--- config.mk ---
export PLATFORM = sky130hd
export DESIGN_NAME = image_stream_seq
export DESIGN_NICKNAME = d
export VERILOG_FILES = /design/src/rtl/image_stream_seq.sv
export SDC_FILE = /design/constraint.sdc
export NUM_CORES = 1
export LEC_CHECK = 0
export CORE_UTILIZATION = 51
export CTS_CLUSTER_DIAMETER = 30
export CTS_CLUSTER_SIZE = 20
export DETAILED_ROUTE_END_ITERATION = 10
export PLACE_DENSITY = 0.84
export SLEW_MARGIN = 10
export SYNTH_ARGS = -nofsm -noshare
export SYNTH_HDL_FRONTEND = slang
export SYNTH_SLANG_ARGS = --single-unit
--- constraint.sdc ---
create_clock -name HCLK -period 7.8 [get_ports HCLK]
set_clock_uncertainty 0.15 [all_clocks]
set_input_delay 1.56 -clock HCLK [delete_from_list [all_inputs] [get_ports HCLK]]
set_output_delay 1.56 -clock HCLK [all_outputs]
set_load 0.03 [all_outputs]
--- src/rtl/image_stream_seq.sv ---
// Frame sequencer feeding the BMP writer: WIDTH*DEPTH HSYNC bytes per frame.
// Optional line blanking is enabled with the IMG_SEQ_HBLANK_EN macro.
module image_stream_seq #(
  parameter int WIDTH   = 768,
  parameter int DEPTH   = 512,
  parameter int DATA_W  = 8,
  parameter int H_BLANK = 16
) (
  input  logic                     HCLK,
  input  logic                     HRESETn,
  input  logic                     start,
  input  logic                     abort,
  input  logic                     pix_valid,
  input  logic [DATA_W-1:0]        pix_data,
  output logic                     pix_ready,
  output logic                     HSYNC,
  output logic [DATA_W-1:0]        VGA_data,
  output logic [$clog2(DEPTH)-1:0] cur_row,
  output logic [$clog2(WIDTH)-1:0] cur_col,
  output logic                     busy,
  output logic                     frame_done
);

  localparam int RW = $clog2(DEPTH);
  localparam int CW = $clog2(WIDTH);

  if (WIDTH < 2) begin : g_bad_width
    $error("WIDTH must be >= 2");
  end
  if (DEPTH < 2) begin : g_bad_depth
    $error("DEPTH must be >= 2");
  end
  if (H_BLANK < 1) begin : g_bad_hblank
    $error("H_BLANK must be >= 1");
  end

  typedef enum logic [1:0] {
    IDLE,
    ACTIVE,
    HBLANK,
    DONE
  } state_t;

  state_t              state_q, state_d;
  logic [RW-1:0]       row_q, row_d;
  logic [CW-1:0]       col_q, col_d;
  logic                hsync_q, hsync_d;
  logic [DATA_W-1:0]   data_q, data_d;
  logic                busy_q, busy_d;
  logic                done_q, done_d;
  logic                hs;
  logic                last_col;
  logic                last_row;

`ifdef IMG_SEQ_HBLANK_EN
  localparam int BW = $clog2(H_BLANK + 1);
  logic [BW-1:0]       blank_q, blank_d;
`endif

  assign pix_ready  = (state_q == ACTIVE);
  assign hs         = pix_valid & pix_ready;
  assign last_col   = (col_q == CW'(WIDTH - 1));
  assign last_row   = (row_q == RW'(DEPTH - 1));

  assign HSYNC      = hsync_q;
  assign VGA_data   = data_q;
  assign cur_row    = row_q;
  assign cur_col    = col_q;
  assign busy       = busy_q;
  assign frame_done = done_q;

  // Next-state, counter and registered-output decode; abort overrides all.
  always_comb begin
    state_d = state_q;
    row_d   = row_q;
    col_d   = col_q;
    hsync_d = 1'b0;
    data_d  = data_q;
    busy_d  = busy_q;
    done_d  = 1'b0;
`ifdef IMG_SEQ_HBLANK_EN
    blank_d = blank_q;
`endif
    if (abort) begin
      state_d = IDLE;
      row_d   = '0;
      col_d   = '0;
      busy_d  = 1'b0;
`ifdef IMG_SEQ_HBLANK_EN
      blank_d = '0;
`endif
    end else begin
      unique case (state_q)
        IDLE: begin
          if (start) begin
            state_d = ACTIVE;
            row_d   = '0;
            col_d   = '0;
            busy_d  = 1'b1;
          end
        end
        ACTIVE: begin
          if (hs) begin
            hsync_d = 1'b1;
            data_d  = pix_data;
            if (last_col) begin
              col_d = '0;
              if (last_row) begin
                row_d   = '0;
                state_d = DONE;
              end else begin
                row_d = row_q + RW'(1);
`ifdef IMG_SEQ_HBLANK_EN
                state_d = HBLANK;
                blank_d = '0;
`endif
              end
            end else begin
              col_d = col_q + CW'(1);
            end
          end
        end
`ifdef IMG_SEQ_HBLANK_EN
        HBLANK: begin
          if (blank_q == BW'(H_BLANK - 1)) begin
            state_d = ACTIVE;
            blank_d = '0;
          end else begin
            blank_d = blank_q + BW'(1);
          end
        end
`endif
        DONE: begin
          state_d = IDLE;
          busy_d  = 1'b0;
          done_d  = 1'b1;
        end
        default: begin
          state_d = IDLE;
        end
      endcase
    end
  end

  // State and registered outputs.
  always_ff @(posedge HCLK or negedge HRESETn) begin
    if (!HRESETn) begin
      state_q <= IDLE;
      row_q   <= '0;
      col_q   <= '0;
      hsync_q <= 1'b0;
      data_q  <= '0;
      busy_q  <= 1'b0;
      done_q  <= 1'b0;
    end else begin
      state_q <= state_d;
      row_q   <= row_d;
      col_q   <= col_d;
      hsync_q <= hsync_d;
      data_q  <= data_d;
      busy_q  <= busy_d;
      done_q  <= done_d;
    end
  end

`ifdef IMG_SEQ_HBLANK_EN
  // Line-blanking cycle counter.
  always_ff @(posedge HCLK or negedge HRESETn) begin
    if (!HRESETn) begin
      blank_q <= '0;
    end else begin
      blank_q <= blank_d;
    end
  end
`endif

endmodule

Word level (Yosys, flattened, before mapping)
Index checks and enable logic that the tools add are counted.
- multiplexer cells: 25
- reduce and logical (&&, ||, !) cells: 8
- bitwise operators: 2
- add/subtract/negate cells: 2
- equality and inequality tests: 8
- operator list (kind ; number):
    9-bit two-way mux ; 5
    10-bit two-way mux ; 4
    10-bit one-hot mux with 2 select lines ; 1
    9-bit one-hot mux with 2 select lines ; 1
    10-bit by 1-bit adder with 10-bit output (second input constant) ; 1
    10-bit equality test (second input constant) ; 1
    2-bit two-way mux ; 5
    9-bit by 1-bit adder with 9-bit output (second input constant) ; 1
    9-bit equality test (second input constant) ; 1
    3-bit by 2-bit != test with 1-bit output (second input constant) ; 3
    4-bit AND reduction ; 2
    1-bit two-way mux ; 7
    3-bit AND reduction ; 2
    3-bit nonzero test ; 2
    2-bit one-hot mux with 2 select lines ; 1
    3-bit != test (second input constant) ; 1
    2-bit by 1-bit equality test with 1-bit output (second input constant) ; 1
    2-bit equality test (second input constant) ; 1
    2-bit zero test ; 1
    1-bit one-hot mux with 2 select lines ; 1
    2-bit AND reduction ; 1
    1-bit bitwise AND ; 1
    1-bit NOT ; 1
- logic and storage cells: 52
- bits in registers: 32
- output and inout bits: 31

Longest topological paths before layout
Gate-level depths: netlist of the first run.
- word-level depth: 6
- gate-level depth with buffers: 10
- gate-level depth less buffers: 9

Worst setup path before layout of the first run
No wires, ideal clock.
- path kind: input to register
- start point: input port abort
- end point: register row_q[7], in the netlist cur_row[7]
- stages on the path: 5
- path buffers: 2
- data arrival time: 2772 ps
- path slack: 4775 ps
- required time: 7546 ps
- cell sequence: buf_6 -> or4b_1 -> buf_2 -> or2_1 -> o311ai_1
- longest elaborated chain between the ends: 2
- RTL lines (element ; RTL line ; source):
    start, declared ; 12 ; input logic abort,
    3-bit by 2-bit != test with 1-bit output (no line), or another cell as far along ; -- ;
    4-bit AND reduction (no line) ; -- ;
    end signal, assigned ; 157 ; row_q <= row_d;
    end, declared ; 45 ; logic [RW-1:0] row_q, row_d;
Parallel ways exist; a longest one is shown, timed or not.
A chain may end at the register's enable or synchronous reset.

Worst setup path after layout of the first run
- start point: register state_q[1]
- end point: output port pix_ready
- longest elaborated chain between the ends: 1
- RTL lines (element ; RTL line ; source):
    start, declared ; 44 ; state_t state_q, state_d;
    start signal, assigned ; 156 ; state_q <= state_d;
    2-bit by 1-bit equality test with 1-bit output ; 60 ; assign pix_ready = (state_q == ACTIVE);
    end, declared ; 15 ; output logic pix_ready,
Every way passes these cells.

==> out/metrics.csv, run 1 <==
metric,value,unit
status,"finished, violations left",
failing checks,design-rule violations,
met1 GRT Util,30.5,%
post-route clock period utilization,46.2,%
Rows,20,
Critical Path RT,6.09,ns
Setup crit end kind,output port,
IO Pins,44,
Final Critical Period,3.60,ns
Worst-path clk slew,0.11,ns
worst skew pair latency,0.34,ns
Die Y,58.3,um
total track usage,25.2,%
Crit-path slowest cell,clkdlybuf4s50_1,
layer with the highest usage,met2,
Final WS setup,4.20,ns
Layout area overhead,31.8,%
vias per cell,6.09,
final wirelength,3970,um
Peak supply drop,168,uV
worst path arrival time,1.89,ns
DRC viols,1,
GR Layer Usage met3,7.25,%
ANT nets after route,0,
Placement Setup Slack,3.98,ns
GP Congestion,0.859,
fillers,238,
worst path bufs/invs,2,
Avg Inst Size Synth,9.99,sq um
Crit Path Class,flip-flop to output port,
Initial Utilization,53.5,%
DP HPWL,2840,um
total CTS buffers,5,
Post-CTS Resized,0,
hold_ws,0.369,ns
global-route wire length before repair,6580,um
met2 usage,41.5,%
clock sink count,32,
IO buf count,43,
n_diodes,0,
CP Max Fanout,11,
share of cells above drive strength 1,9.71,%
full die area,3400,sq um
Synth Instances,162,
Max Freq,277,MHz
dominant synthesized flop cell,dfrtp_1,
Hold WC Path Type,flip-flop to flip-flop,
largest net degree at the start of global routing,33,
buffer count from post-CTS setup fixing,0,
Ys Warns,0,
htree depth,2,
core area,3030,sq um
Netlist cell types,39,
syn nets,178,
Setup crit start kind,flip-flop,
TNS Setup,0,ns
Max Slew Vio Count,0,
Vias,1522,
actual slew at the worst max-slew pin,0.782,ns
Final #Nets,221,
Setup-failing EPs final,0,
unrepaired setup endpoints after global routing,false,
Post-CTS Hold Fix Bufs,0,
# Max-Cap Violations,0,
"Hold Vio Cnt, Final",0,
Die W,58.3,um
CP cell instances,nand2b_1 > inv_1 > clkdlybuf4s50_1,
wire per inst,15.9,um
CTS root buf,clkbuf_4,
synthesized flop and latch total,32,
Slew HR,47.9,%
CTS tree,done,
Crit path max-delay family,buffers and inverters,
register area share after synthesis,49.5,%
Initial DRC Count,103,
Post-synth EDFFs,0,
Power Density,179,nW/um^2
initial antenna violation count,0,
Clock Tree Buf Depth,2,
DR pass1 iterations,7,
Post-Synthesis Cell Area,1620,sq um
GRT overflow,0,
leakage power,0.000877,uW
CP max stage delay,0.66,ns
vias in the first global route,1479,
Async SR Flop Fraction,100,%
[sequential cells by signal, indices dropped and copies added, names as in the netlist]
name        cells
frame_done      1
state_q         2
cur_row         9
busy            1
VGA_data        8
cur_col        10
HSYNC           1
[layout make-up]
type	instances	area (sq um)	share of cell area (%)
repair buffers	44	438	20.5
well taps	44	55.1	2.58
clock buffers	6	51.3	2.40
inverters	6	22.5	1.06
clock inverters	2	15.0	0.704
flip-flops and latches	32	801	37.5
multi-input cells	116	751	35.2
[power by group]
part / internal [uW] / switching, uW
logic: 38.9 / 50.6
clock network: 43.8 / 61.7
registers: 178 / 7.73
[worst register-to-register path: cells and delay by family (launching register included)]
kind,cells,cell delay (ns)
DFF,1,0.44
AOI/OAI and AO/OA,1,0.29
adders and majority gates,2,0.47
and+or+nand+nor,5,1.58
[metal layers]
| layer | share of wire, % | wire (um) |
|---|---|---|
| met3 | 7.2 | 285 |
| met2 | 49 | 1950 |
| met5 | 0 | 0 |
| met4 | 1.8 | 73 |
| met1 | 42 | 1660 |
[metrics by stage]
step	area (sq um)	util, %	std cells	power (uW)
2_1_floorplan	1620	-	162	239
3_3_place_gp	2070	68.3	242	275
3_5_place_dp	2070	68.3	242	279
4_1_cts	2130	70.5	250	383
5_1_grt	2130	70.5	250	396
6_report	2130	70.5	250	381
[cell usage in the layout, fill, tap and decap left out, drive strengths merged, types with 2 or more instances in the layout]
cell type and count:
clkdlybuf4s50 43, dfrtp 32, o21ai 15, nor2 10, nand3 10, nand2 8, mux2 8, o31ai 8
a21oi 8, and3 6, inv 6, clkbuf 6, nand4 5, nand2b 4, or3 4, nor3 3
ha 3, or2 3, nor3b 2, mux2i 2, a31oi 2, clkinvlp 2, o311ai 2
[Yosys cell counts, types with 2 or more instances]
library cell,n,area [sq um]
mux2i_1,2,20.0
o31ai_1,8,60.1
dfrtp_1,32,801
and3_1,6,37.5
or3_1,4,25.0
ha_1,3,37.5
inv_1,6,22.5
o21ai_0,13,65.1
mux2_2,8,90.1
nand2b_1,4,25.0
nand3_1,10,50.1
nor2_1,10,37.5
nor3_1,3,15.0
o21ai_1,2,10.0
or2_2,2,12.5
a21oi_1,8,40.0
nor3b_1,2,15.0
nand4_1,5,31.3
a31oi_1,2,12.5
nand2_1,8,30.0
buf_2,6,30.0
[worst paths after layout]
path	start	to	slack, ns	cells past startpoint
setup reg to reg	cur_row[0]	cur_row[7]	4.76	8
setup / recovery	state_q[1]	pix_ready	4.20	3
hold / removal	VGA_data[6]	VGA_data[6]	0.37	1
max in group asynchronous	HRESETn	frame_done	5.74	2
min in group asynchronous	HRESETn	cur_row[2]	1.46	2
hold reg to reg	VGA_data[6]	VGA_data[6]	0.37	1
[cell families after synthesis]
family	after synthesis	share of synthesized area, %
AO/OA/AOI/OAI	42	16.3
adder cells (fa/ha/maj)	3	2.32
buffers and inverters	14	4.17
flip-flops	32	49.5
multiplexers	10	6.80
AND/OR/NAND/NOR	61	20.9
No activity file was read; power rests on OpenSTA's default activity.
==> run 2: changes to the inputs <==
Settings changed: CORE_UTILIZATION 51 to 43, PLACE_DENSITY 0.84 to 0.75.
Clock period 7.8 ns to 2.9 ns, I/O delays scaled along.
==> run 2 against run 1 <==
  * The run now ends clean
  * Combinational power grew to 2.8 times the previous value
  * Register-to-register slack lost 4.6 ns
  * Hold slack lost 0.014 ns
  * First-iteration DRC count grew 1.9%
  * Routed wire length shrank 0.61%
  * Global-route usage shrank 3.2 points
  * Core utilization shrank 4.8 points
  * Flip-flop and latch count is the same
  * Critical path type is now flip-flop to flip-flop
==> out/metrics.csv, run 2 (synthesis results as in run 1) <==
metric,value,unit
GRT overflow,0,
share of cells above drive strength 1,15.1,%
IO Pins,44,
initial antenna violation count,0,
Crit Path Class,flip-flop to flip-flop,
"commonest non-fill, non-tap cell in the layout",clkdlybuf4s50_1,
Post-Route Utilization,65.7,%
Rows,21,
Slew HR,58.6,%
FF/Latch Area,802,sq um
Critical Path RT,2.94,ns
Clock Tree Buf Depth,2,
final wirelength,3940,um
"Hold Vio Cnt, Final",0,
Multi-input gate area,786,sq um
Final Critical Period,2.77,ns
CTS tree,done,
DR pass1 iterations,4,
Post-CTS Hold Fix Bufs,0,
"commonest non-fill, non-tap cells in the layout","clkdlybuf4s50_1 (43), dfrtp_1 (31), o21ai_0 (13), nor2_1 (10), nand3_1 (10)",
total CTS buffers,5,
max reg flops,10,
status,"complete, no violations",
CP Max Fanout,5,
Worst-path clk slew,0.06,ns
IO buf count,43,
wire per inst,15.3,um
Max Slew Vio Count,0,
unrepaired setup endpoints after global routing,false,
GP Congestion,0.856,
core area,3470,sq um
global-route wire length before repair,6710,um
Setup crit end kind,flip-flop,
clock sink count,32,
Hold WC Path Type,flip-flop to flip-flop,
leakage power,0.000951,uW
Setup crit start kind,flip-flop,
total track usage,22.0,%
Final Cell Area,2280,sq um
DP HPWL,2750,um
n_diodes,0,
ANT nets after route,0,
# Max-Cap Violations,0,
Vias,1512,
actual slew at the worst max-slew pin,0.614,ns
Die Y,63.4,um
Layout area overhead,40.6,%
DRC viols,0,
worst skew pair latency,0.29,ns
CTS root buf,clkbuf_8,
Final #Nets,227,
Max Freq,361,MHz
vias in the first global route,1487,
Initial Utilization,46.7,%
Setup-failing EPs final,0,
TNS Setup,0,ns
Power Density,534,nW/um^2
Post-Place Cell Area,2120,sq um
Die W,63.4,um
fillers,270,
largest net degree at the start of global routing,33,
htree depth,2,
full die area,4010,sq um
post-route clock period utilization,95.6,%
Initial DRC Count,105,
Peak supply drop,358,uV
vias per cell,5.86,
worst path arrival time,2.81,ns
## run 2: cell types whose count changed in the layout (fill, tap and decap cells not counted), sizes merged
| cell | before | now |
|---|---|---|
| bufinv | 0 | 1 |
| buf | 1 | 7 |
| clkinvlp | 2 | 0 |
| clkbuf | 6 | 7 |
## run 2: critical path, cell delays in order, from the launching register on
cell,delay [ns]
dfrtp_2,0.42
ha_1,0.24
and3_4,0.20
and3_1,0.19
and3_1,0.19
ha_1,0.22
or4b_4,0.56
or2_4,0.28
o311ai_2,0.24
## run 2: final cells by class
type	count	area share (%)
Clock buffer	7	4.23
Multi-Input combinational cell	116	34.5
Tap cell	46	2.53
Inverter	6	0.989
Timing Repair Buffer	50	21.2
Clock inverter	1	1.32
Sequential cell	32	35.2
## run 2: stage by stage
stage / total power (uW) / setup slack, ns / std cells / hold slack (ns)
3_3_place_gp: 751 / 0.148 / 250 / 0.342
4_1_cts: 1230 / 0.0208 / 258 / 0.361
2_1_floorplan: 642 / 0.0203 / 162 / 0.134
6_report: 1220 / 0.128 / 258 / 0.355
5_1_grt: 1270 / 0.00711 / 258 / 0.387
3_5_place_dp: 754 / 0.0675 / 250 / 0.346
## run 2: timing repair
item | 4_1_cts | 5_1_grt
buffers inserted | 0 | 0
gates resized for setup | 0 | 6
endpoints found under the setup margin | 0 | 5
## run 2: where the power goes
part           total (uW)  internal (uW)  switching (uW)
Combinational         248            111             137
Clock                 469            303             166
Sequential            500            480            19.7
## run 2: path summary, 6_finish.rpt
| check | from | endpoint | slack (ns) | cells past startpoint |
|---|---|---|---|---|
| min reg2reg | VGA_data[3] | VGA_data[3] | 0.36 | 1 |
| max in group asynchronous | HRESETn | cur_row[0] | 1.74 | 2 |
| min | VGA_data[3] | VGA_data[3] | 0.36 | 1 |
| max reg2reg | cur_row[0] | cur_row[7] | 0.13 | 8 |
| min in group asynchronous | HRESETn | cur_col[5] | 0.54 | 2 |
| max | cur_row[0] | cur_row[7] | 0.13 | 8 |
## run 2: layer usage
layer / share of wire, % / GRT usage, % / vias to the layer above
li1: - / - / 701
met2: 48 / 35.2 / 68
met3: 7.9 / 7.61 / 7
met4: 1.5 / 10.8 / 0
met5: 0 / 0 / -
met1: 42 / 26.2 / 736
==> run 3: changes to the inputs <==
Settings changed: SETUP_SLACK_MARGIN set to 0.02.
==> run 3 against run 2 <==
  * Hold slack about the same
  * Flip-flop and latch count unchanged
  * Final cell count unchanged
  * Non-clock buffer count unchanged
  * Routed wire length increased by 0.13%
  * Maximum frequency is 1.4% higher
  * Total power is essentially flat
  * Clock power hardly changed
  * First-iteration DRC count down 12%
  * Largest power group unchanged
  * Setup slack gained 0.039 ns
  * Via count rose by 0.79%
==> out/metrics.csv, run 3 (synthesis results as in run 1) <==
metric,value,unit
IO buf count,43,
total track usage,22.0,%
htree depth,2,
worst skew pair latency,0.29,ns
IO Pins,44,
max reg flops,10,
Worst-path clk slew,0.06,ns
Initial DRC Count,92,
global-route wire length before repair,6710,um
Final WS setup,0.166,ns
full die area,4010,sq um
buffer count from post-CTS setup fixing,0,
R2R Setup Slk,0.17,ns
Rows,21,
worst path arrival time,2.78,ns
TNS Setup,0,ns
status,"complete, no violations",
CP Max Fanout,5,
Crit Path Class,flip-flop to flip-flop,
Peak supply drop,358,uV
Power Density,534,nW/um^2
Clock Tree Buf Depth,2,
wire per inst,15.3,um
Post-Place Cell Area,2120,sq um
Max Slew Vio Count,0,
FF-to-FF Start,cur_row[0],
FF/Latch Area,802,sq um
initial antenna violation count,0,
Setup crit end kind,flip-flop,
Slew HR,58.8,%
Critical Path RT,2.94,ns
GRT overflow,0,
DR pass1 iterations,4,
Die Y,63.4,um
R2R depth,8,
Post-CTS Hold Fix Bufs,0,
Die W,63.4,um
Placement Setup Slack,0.0675,ns
Final Critical Period,2.73,ns
fillers,270,
GP Congestion,0.856,
largest net degree at the start of global routing,33,
n_diodes,0,
vias in the first global route,1487,
crit path capture,cur_row[7],
Pwr Total,1220,uW
leakage power,0.000948,uW
hold_ws,0.355,ns
unrepaired setup endpoints after global routing,false,
Vias,1524,
share of cells above drive strength 1,15.6,%
# Max-Cap Violations,0,
Final Cell Area,2280,sq um
total CTS buffers,5,
Hold WC Path Type,flip-flop to flip-flop,
"Hold Vio Cnt, Final",0,
Multi-input gate area,788,sq um
worst setup path start,cur_row[0],
clock sink count,32,
post-route clock period utilization,94.3,%
DP HPWL,2750,um
CTS tree,done,
Reg2Reg Capture Point,cur_row[7],
"commonest non-fill, non-tap cells in the layout","clkdlybuf4s50_1 (43), dfrtp_1 (31), o21ai_0 (13), nor2_1 (10), nand3_1 (10)",
actual slew at the worst max-slew pin,0.612,ns
"commonest non-fill, non-tap cell in the layout",clkdlybuf4s50_1,
DRC viols,0,
Setup crit start kind,flip-flop,
Layout area overhead,40.8,%
core area,3470,sq um
ANT nets after route,0,
Setup-failing EPs final,0,
CTS root buf,clkbuf_8,
Max Freq,366,MHz
Final #Nets,227,
final wirelength,3950,um
vias per cell,5.91,
Initial Utilization,46.7,%
run 3: where the power goes:
part           internal, uW  switching, uW
clock network           303            166
logic                   111            137
registers               480           19.8
total                   894            323
run 3: timing repair:
action	in CTS	in global routing
endpoints found under the setup margin	0	6
gates resized for setup	0	7
endpoints found under the hold margin	0	0
run 3: routing by layer:
| layer | vias to the layer above | track usage (%) | part of all wire [%] |
|---|---|---|---|
| met5 | - | 0 | 0 |
| met4 | 0 | 10.8 | 2.3 |
| met3 | 9 | 7.61 | 7.4 |
| met2 | 75 | 35.2 | 47 |
| met1 | 739 | 26.2 | 43 |
| li1 | 701 | - | - |
run 3: through the flow:
stage | utilization (%) | cells
after floorplan | - | 162
after global placement | 61.0 | 250
after detailed placement | 61.0 | 250
after CTS | 64.6 | 258
after global routing | 65.7 | 258
final | 65.7 | 258
run 3: final cells by class:
cell class	count	area share [%]
sequential	32	35.2
multi-input combinational	116	34.6
timing repair buffer	50	21.2
clock buffer	7	4.23
tap	46	2.52
clock inverter	1	1.32
inverter	6	0.988
run 3: worst min path at each step:
| stage | cells after the start | to | startpoint | slack [ns] |
|---|---|---|---|---|
| floorplan | 0 | HSYNC | HRESETn | 0.13 |
| global placement | 1 | VGA_data[3] | VGA_data[3] | 0.34 |
| detailed placement | 1 | VGA_data[3] | VGA_data[3] | 0.35 |
| CTS | 1 | VGA_data[3] | VGA_data[3] | 0.36 |
| global route | 1 | VGA_data[3] | VGA_data[3] | 0.39 |
| finish | 1 | VGA_data[3] | VGA_data[3] | 0.36 |
run 3: critical path, cell delays in order (launching register included):
cell	delay, ns
dfrtp_2	0.42
ha_1	0.23
and3_4	0.20
and3_1	0.19
and3_1	0.19
ha_2	0.19
or4b_4	0.55
or2_4	0.28
o311ai_2	0.24
